$ cat src/rtl/fetch_pkg.sv
// Shared types and constants for the instruction fetch unit.
package fetch_pkg;

  localparam int XLEN    = 32;
  localparam int INSTR_W = 32;
  localparam logic [XLEN-1:0] PC_STEP = 32'd4;

  typedef enum logic {BOOT, RUN} fetch_state_e;

  typedef struct packed {
    logic [XLEN-1:0]    pc;
    logic [INSTR_W-1:0] instr;
  } fetch_entry_t;

  function automatic logic [XLEN-1:0] align_pc(input logic [XLEN-1:0] a);
    return {a[XLEN-1:2], 2'b00};
  endfunction

endpackage

$ cat src/rtl/fetch_fifo.sv
// Small register FIFO with flush; pointers wrap explicitly so DEPTH need not be a power of two.
module fetch_fifo #(
  parameter  int W     = 64,
  parameter  int DEPTH = 2,
  localparam int PW    = $clog2(DEPTH),
  localparam int CW    = $clog2(DEPTH + 1)
) (
  input  logic          clk,
  input  logic          rst_n,
  input  logic          flush,
  input  logic          push,
  input  logic [W-1:0]  push_data,
  input  logic          pop,
  output logic          out_valid,
  output logic [W-1:0]  out_data,
  output logic [CW-1:0] count
);

  logic [DEPTH-1:0][W-1:0] mem_q, mem_d;
  logic [PW-1:0]           wr_ptr_q, wr_ptr_d, rd_ptr_q, rd_ptr_d;
  logic [CW-1:0]           count_q, count_d;
  logic                    do_push, do_pop;

  function automatic logic [PW-1:0] ptr_inc(input logic [PW-1:0] p);
    return (p == PW'(DEPTH - 1)) ? '0 : p + PW'(1);
  endfunction

  assign out_valid = (count_q != '0);
  assign out_data  = mem_q[rd_ptr_q];
  assign count     = count_q;

  always_comb begin
    mem_d    = mem_q;
    wr_ptr_d = wr_ptr_q;
    rd_ptr_d = rd_ptr_q;
    count_d  = count_q;
    do_pop   = pop && (count_q != '0);
    // a push into a full buffer is only legal when the head leaves the same cycle
    do_push  = push && ((count_q != CW'(DEPTH)) || do_pop);
    if (flush) begin
      wr_ptr_d = '0;
      rd_ptr_d = '0;
      count_d  = '0;
    end else begin
      if (do_push) begin
        mem_d[wr_ptr_q] = push_data;
        wr_ptr_d        = ptr_inc(wr_ptr_q);
      end
      if (do_pop) rd_ptr_d = ptr_inc(rd_ptr_q);
      count_d = count_q + CW'(do_push) - CW'(do_pop);
    end
  end

  always_ff @(posedge clk or negedge rst_n) begin
    if (!rst_n) begin
      mem_q    <= '0;
      wr_ptr_q <= '0;
      rd_ptr_q <= '0;
      count_q  <= '0;
    end else begin
      mem_q    <= mem_d;
      wr_ptr_q <= wr_ptr_d;
      rd_ptr_q <= rd_ptr_d;
      count_q  <= count_d;
    end
  end

endmodule

$ cat src/rtl/fetch_unit.sv
// Instruction fetch: credit-checked issue to a registered-read memory, responses into an output FIFO.
module fetch_unit
  import fetch_pkg::*;
#(
  parameter logic [31:0] RESET_PC = 32'h0000_0000,
  parameter int          DEPTH    = 2
) (
  input  logic        clk,
  input  logic        rst_n,
  output logic [31:0] imem_addr,
  input  logic [31:0] imem_data,
  input  logic        redirect_valid,
  input  logic [31:0] redirect_pc,
  output logic        out_valid,
  output logic [31:0] out_pc,
  output logic [31:0] out_instr,
  input  logic        out_ready
);

  localparam int CW = $clog2(DEPTH + 1);
  localparam int OW = CW + 1;

  fetch_state_e    state_q, state_d;
  logic [XLEN-1:0] pc_q, pc_d, inflight_pc_q, inflight_pc_d;
  logic            inflight_q, inflight_d;
  logic [CW-1:0]   fifo_count;
  logic [OW-1:0]   occupancy;
  logic            pop, push, issue;
  fetch_entry_t    push_entry, head_entry;

  assign imem_addr = pc_q;
  assign pop       = out_valid && out_ready;
  // the response landing this cycle is squashed by a redirect
  assign push      = inflight_q && !redirect_valid;

  // credit: buffered + outstanding after this cycle's pop must leave room for one more
  assign occupancy = {1'b0, fifo_count} + OW'(inflight_q) - OW'(pop);
  assign issue     = (state_q == RUN) && !redirect_valid && (occupancy < OW'(DEPTH));

  assign push_entry = '{pc: inflight_pc_q, instr: imem_data};
  assign out_pc     = head_entry.pc;
  assign out_instr  = head_entry.instr;

  always_comb begin
    state_d       = RUN;
    pc_d          = pc_q;
    inflight_d    = 1'b0;
    inflight_pc_d = inflight_pc_q;
    if (redirect_valid) begin
      pc_d = align_pc(redirect_pc);
    end else if (issue) begin
      pc_d          = pc_q + PC_STEP;
      inflight_d    = 1'b1;
      inflight_pc_d = pc_q;
    end
  end

  always_ff @(posedge clk or negedge rst_n) begin
    if (!rst_n) begin
      state_q       <= BOOT;
      pc_q          <= align_pc(RESET_PC);
      inflight_q    <= 1'b0;
      inflight_pc_q <= '0;
    end else begin
      state_q       <= state_d;
      pc_q          <= pc_d;
      inflight_q    <= inflight_d;
      inflight_pc_q <= inflight_pc_d;
    end
  end

  fetch_fifo #(
    .W     ($bits(fetch_entry_t)),
    .DEPTH (DEPTH)
  ) u_fifo (
    .clk       (clk),
    .rst_n     (rst_n),
    .flush     (redirect_valid),
    .push      (push),
    .push_data (push_entry),
    .pop       (pop),
    .out_valid (out_valid),
    .out_data  (head_entry),
    .count     (fifo_count)
  );

endmodule

$ cat config.mk
export PLATFORM = sky130hd
export DESIGN_NAME = fetch_unit
export DESIGN_NICKNAME = d
export VERILOG_FILES = /design/src/rtl/fetch_pkg.sv /design/src/rtl/fetch_fifo.sv /design/src/rtl/fetch_unit.sv
export SDC_FILE = /design/constraint.sdc
export NUM_CORES = 1
export LEC_CHECK = 0
export ABC_AREA = 1
export CELL_PAD_IN_SITES_DETAIL_PLACEMENT = 1
export CELL_PAD_IN_SITES_GLOBAL_PLACEMENT = 1
export CORE_MARGIN = 1
export CORE_UTILIZATION = 39
export DETAILED_ROUTE_END_ITERATION = 7
export PLACE_DENSITY = 0.81
export SKIP_LAST_GASP = 1
export SYNTH_ARGS = -nofsm -noshare
export SYNTH_HDL_FRONTEND = slang
export SYNTH_HIERARCHICAL = 1
export SYNTH_SLANG_ARGS = --single-unit
$ cat constraint.sdc
create_clock -name clk -period 3.4 [get_ports clk]
set_clock_uncertainty 0.2 [all_clocks]
set_input_delay 0.51 -clock clk [delete_from_list [all_inputs] [get_ports clk]]
set_output_delay 0.51 -clock clk [all_outputs]
set_load 0.02 [all_outputs]
; Word level (Yosys, flattened, before mapping)
; Cells that the tools add are included.
[classes]
add_sub_neg = 7
mul = 0
n_div = 0
order_cmp = 4
n_eq_ne = 1
n_shift = 0
mux = 16
bitwise_logic = 1
reduce_logical = 15
[op_table]
columns = cell, n
row1 = two-way mux 64 bit, 3
row2 = bitwise mux 128 bit, 1
row3 = demux 64 bit (select 1 bit), 1
row4 = two-way mux 32 bit, 2
row5 = "adder 32 x 3 -> 32 bit, second input constant", 1
row6 = two-way mux 1 bit, 8
row7 = nonzero test 2 bit, 4
row8 = logical AND 1 bit, 7
row9 = "< comparator 1 x 2 -> 1 bit, second input constant", 2
row10 = AND reduction 2 bit, 2
row11 = adder 2 x 1 -> 3 bit, 1
row12 = "< comparator 3 x 2 -> 1 bit, second input constant", 1
row13 = subtractor 3 x 1 -> 3 bit, 1
row14 = "adder 1 bit, second input constant", 2
row15 = adder 2 x 1 -> 2 bit, 1
row16 = two-way mux 2 bit, 1
row17 = "inequality test 2 bit, second input constant", 1
row18 = subtractor 2 x 1 -> 2 bit, 1
row19 = ">= comparator 1 bit, second input constant", 1
row20 = zero test 1 bit, 1
row21 = logical OR 1 bit, 1
row22 = inverter 1 bit, 1
[totals]
register_bits = 198
latch_bits = 0
ramBits = 0
mem_bits_ro = 0
in_bits = 68
output_inout_bits = 97
word_cells = 53
n_memories = 0

; Longest topological paths before layout
[depth]
depth_word = 8
ltp_mapped = 17
mapped_depth_nobuf = 15

; Hierarchy
; The synthesis kept the hierarchy.
[by_module_without_submodules]
columns = module, n_inst, cells_per_inst, area_each_um2, seq_area_each_um2
row1 = fetch_fifo, 1, 810, 6392.4, 3303.2
row2 = fetch_unit, 1, 534, 3666.0, 1551.5

; Least setup slack after synthesis
; OpenSTA, ideal clock, no wires.
[synth_timing]
kind = reg2reg
startpoint = register u_fifo.count_q[1] (netlist: u_fifo/count[1])
endpoint = register pc_q[19] (netlist: imem_addr[19])
setup_ns = 0.124
t_arrival_ns = 2.566
required_time_ns = 3.076
setup_slack_ns = 0.510
path_stages_with_launch = 17
path_buffers = 2
synth_period_minus_slack_ns = 2.890
cell_sequence = dfrtp_1 > inv_1 > nand2_1 > nand2_1 > inv_1 > ha_1 > or2_2 > fa_1 > nand2_1 > nor2_4 > nand2_2 > buf_6 > buf_6 > nand3_1 > nand2_1 > inv_1 > nand3_1
[synth_via]
elab_chain_len = 6
elab_cells_between_ends = 7
cone_classes = add/sub (2) / order compare (1) / reduce/logical (4)
[synth_lines]
columns = element, line
row1 = start: declaration, fetch_fifo.sv:21  ; logic [CW-1:0] count_q, count_d;
row2 = start signal: assignment, fetch_fifo.sv:64  ; count_q <= count_d;
row3 = nonzero test 2 bit, fetch_fifo.sv:28  ; assign out_valid = (count_q != '0);
row4 = net out_valid, fetch_unit.sv:14  ; output logic out_valid,
row5 = logical AND 1 bit, fetch_unit.sv:32  ; assign pop = out_valid && out_ready;
row6 = net pop, fetch_unit.sv:28  ; logic pop, push, issue;
row7 = subtractor 3 x 1 -> 3 bit, fetch_unit.sv:37  ; assign occupancy = {1'b0, fifo_count} + OW'(inflight_q) - OW'(pop);
row8 = < comparator 3 x 2 -> 1 bit, fetch_unit.sv:38  ; assign issue = (state_q == RUN) && !redirect_valid && (occupancy < OW'(DEPTH));
row9 = logical AND 1 bit, fetch_unit.sv:38
row10 = nonzero test 2 bit (no line), n/a
row11 = end signal: assignment, fetch_unit.sv:61  ; pc_q <= align_pc(RESET_PC);
row12 = end signal: assignment, fetch_unit.sv:66  ; pc_q <= pc_d;
row13 = end: declaration, fetch_unit.sv:24  ; logic [XLEN-1:0] pc_q, pc_d, inflight_pc_q, inflight_pc_d;
; The timed path passes the listed nets, and every way through them passes these cells.
; A chain may end at the register's enable or synchronous reset.

; Worst setup path in the final report
[layout_timing]
startpoint = register u_fifo.count_q[1] (netlist: u_fifo/count[1])
endpoint = register pc_q[17] (netlist: imem_addr[17])
[layout_via]
elab_chain_len = 6
elab_cells_between_ends = 7
cone_classes = add/sub (2) / order compare (1) / reduce/logical (4)
[layout_lines]
columns = element, line
row1 = nonzero test 2 bit, fetch_fifo.sv:28
row2 = logical AND 1 bit, fetch_unit.sv:32
row3 = net pop, fetch_unit.sv:28
row4 = subtractor 3 x 1 -> 3 bit, fetch_unit.sv:37
row5 = < comparator 3 x 2 -> 1 bit, fetch_unit.sv:38
row6 = logical AND 1 bit, fetch_unit.sv:38
row7 = nonzero test 2 bit (no line), n/a
; The timed path passes the listed nets, and every way through them passes these cells.

==> out/metrics.yaml <==
run_status:
  outcome: "finished with violations"
  violations: "negative hold slack"
worst_setup_path:
  slowest_delay_ns: 0.52
  critPathTopFamily: "simple AND/OR/NAND/NOR gates"
  crit_path_top_delay_cell: "dfrtp_1"
  crit_top_cell: "nand2_1"
  worstSetupStartpointType: "flop"
  worstPathMaxFanout: 14
  path_class: "reg2reg"
  crit_buf_inv: 4
  worstPathArrival_ns: 3.36
  path_cells: "inv_1 -> nand2_1 -> nand2_1 -> inv_1 -> ha_1 -> or2_2 -> fa_1 -> nand2_1 -> nor2_4 -> nand2_2 -> nand2_1 -> buf_12 -> o21ai_0 -> inv_1 -> nand2_1"
  required_ns: 3.58
  end_kind: "flop"
yosys:
  async_flop_share_pct: 100.0
  seq_area_frac_synth_pct: 48.26
  synth_commonest_cells: "630 x nand2_1, 194 x dfrtp_1, 128 x nand4_1"
  yosysWarnings: 6
  netlist_instances: 1344
  synth_top_cell_by_area: "dfrtp_1"
  synth_seq_cells: 194
  netlist_top_cells_area: "dfrtp_1 48%, nand2_1 24%, nand4_1 8.0%"
  synthFlopType: "dfrtp_1"
  post-synth-top-count-cell: "nand2_1"
  synth_cell_types: 24
  synth_top_area_share_pct: 48.26
  avgSynthCellArea_um2: 7.484
  synth_edf_count: 0
  netlist_area_mm2: 0.01006
cells_and_area:
  num_antenna_cells: 0
  finalNonFillerCells: 1811
  fin_util_pct: 49.18
  layout-drive-gt1-share_pct: 6.347
  finalInstanceArea_mm2: 0.01242
  areaGrowthSynthToFinish_pct: 23.47
  nNetsFinal: 1541
detailed_routing:
  num_vias: 9360
  via_per_inst: 5.168
  wl_per_cell_um: 16.66
  ant_nets: 0
  routed_wirelength_um: 30170
  drcViolationCount: 0
  dr.pass1.iters: 5
  first_iter_violations: 509
global_route:
  grt.total_usage_pct: 24.24
  grt_max_degree: 104
  grt_pass1_wl_um: 50710
  overflow: 0
  grt_pass1_vias: 9777
  antenna_found_initial: 0
place:
  placed_cells: 1779
  place.gp.congestion: 0.8488
  dp_hpwl_um: 19670
  dpl_cell_area_mm2: 0.01185
  place_ws_ns: -0.02014
  port_buffers: 160
clock_network:
  cts_root_buf: "clkbuf_16"
  hold_buffers: 0
  cts_tree: "done"
  clk_path_buf_depth: 2
  clock_latency_ns: 0.45
  numCtsBuffers: 17
  clk_pin_slew_ns: 0.08
  postCtsSetupRepairBufs: 0
  cts-resized-gates: 0
  clkSinkCount: 194
  cts_htree_levels: 4
pwr:
  p_leak_uw: 0.006297
  ir_worst_vdd_uv: 283.6
  power.density_mw_per_mm2: 654.1
timing:
  worst_slew_pin_slew_ns: 0.8664
  period_share_pct: 93.55
  setup_slack_ns: 0.2194
  max_freq_mhz: 314.4
  setup_tns_ns: 0
  period_needed_ns: 3.181
  rsz0062_at_grt: "no"
  hold_slack_ns: -0.008405
  hold_viol_final: 7
  setup_viol: 0
  timing.max_slew.rel_slack_pct: 42.24
  slew_viol_final: 0
floorplanning:
  io_pins: 165
  initial_core_util_pct: 39.83
  die_w_um: 162.6
  rows: 58
  die_area_mm2: 0.02644
  core-area_mm2: 0.02525
  die_y_um: 162.6
hold_path:
  worst_hold_path_type: "in2async"
run:
  drv_cap: 0
path summary, 6_finish.rpt:
| path | from | to | slack, ns | depth (start not counted) |
|---|---|---|---|---|
| worst max register to register | u_fifo/count[1]$_DFF_PN0_ | imem_addr[17]$_DFFE_PN0P_ | 0.22 | 15 |
| max in group asynchronous | rst_n | u_fifo/mem_q[4]$_DFFE_PN0P_ | 2.17 | 2 |
| worst max-delay path | u_fifo/count[1]$_DFF_PN0_ | imem_addr[17]$_DFFE_PN0P_ | 0.22 | 15 |
| min in group clk | u_fifo/mem_q[106]$_DFFE_PN0P_ | u_fifo/mem_q[106]$_DFFE_PN0P_ | 0.27 | 2 |
| worst min register to register | u_fifo/mem_q[106]$_DFFE_PN0P_ | u_fifo/mem_q[106]$_DFFE_PN0P_ | 0.27 | 2 |
| worst min-delay path | rst_n | u_fifo/mem_q[33]$_DFFE_PN0P_ | -0.008 | 1 |
power by group:
group | switching (uW) | internal (uW)
clock network | 1000 | 1000
registers | 466 | 2940
logic | 1540 | 1170
sequential cells by signal, summed over array words and instances (netlist names):
| signal | cells |
|---|---|
| u_fifo/mem_q | 128 |
| imem_addr | 30 |
| inflight_pc_q | 30 |
| u_fifo/count | 2 |
| inflight_q | 1 |
| state_q | 1 |
| u_fifo/rd_ptr_q | 1 |
| u_fifo/wr_ptr_q | 1 |
area by class of cell:
| type | count | area (um2) |
|---|---|---|
| clock buffers | 19 | 442.9 |
| clock inverters | 13 | 128.9 |
| fillers | 3159 | 12830 |
| inverters | 84 | 315.3 |
| multi-input cells | 982 | 4358 |
| flip-flops and latches | 194 | 4856 |
| well taps | 330 | 412.9 |
| repair buffers | 189 | 1906 |
routing by layer:
| metal | share of wire [%] | global-route usage [%] | routed length (um) | up-vias |
|---|---|---|---|---|
| li1 | - | - | - | 4519 |
| met1 | 45 | 31.42 | 13570 | 4606 |
| met2 | 50 | 42.29 | 15110 | 207 |
| met3 | 3.6 | 3.692 | 1090 | 28 |
| met4 | 1.3 | 5.947 | 391 | 0 |
| met5 | 0 | 0 | 0 | - |
placed cells by master, fill, tap and decap left out:
cell and count:
nand2_1 630, dfrtp_1 193, clkdlybuf4s50_1 158, nand4_1 128, inv_1 82, nor2_1 77, nand3_1 68, o21ai_0 30
buf_4 22, clkbuf_16 17, nor2_4 12, nor2_2 11, conb_1 7, buf_12 7, o211ai_1 6, inv_6 6
inv_8 6, ha_1 4, or2_2 2, inv_2 2, clkbuf_8 2, nand3_2 2, nand2_2 1, and2_1 1
fa_1 1, clkinv_4 1, clkbuf_1 1, buf_2 1, nand3_4 1, a21oi_1 1, dfrtp_2 1
cell families after synthesis:
kind of cell,count (synthesis),share of synthesized area (%)
adder cells (fa/ha/maj),5,0.6966
other,2,0.07466
flip-flops,194,48.26
AND/OR/NAND/NOR,933,40.08
AO/OA/AOI/OAI,37,1.990
buffers and inverters,173,8.894
worst reg2reg max path, stage by stage (launching register included):
cell     delay (ns)
dfrtp_1        0.52
inv_1          0.11
nand2_1        0.12
nand2_1        0.07
inv_1          0.11
ha_1           0.24
or2_2          0.31
fa_1           0.44
nand2_1        0.12
nor2_4         0.04
nand2_2        0.21
nand2_1        0.14
buf_12         0.17
o21ai_0        0.21
inv_1          0.06
nand2_1        0.06
through the flow:
stage | total power (uW) | hold WS, ns
3_5_place_dp | 6177 | 0.2584
5_1_grt | 8631 | 0.05485
3_3_place_gp | 6073 | 0.2533
4_1_cts | 8207 | 0.02216
2_1_floorplan | 4864 | 0.01441
6_report | 8124 | -0.008405
Note: power is estimated with default switching activity, not from simulation.
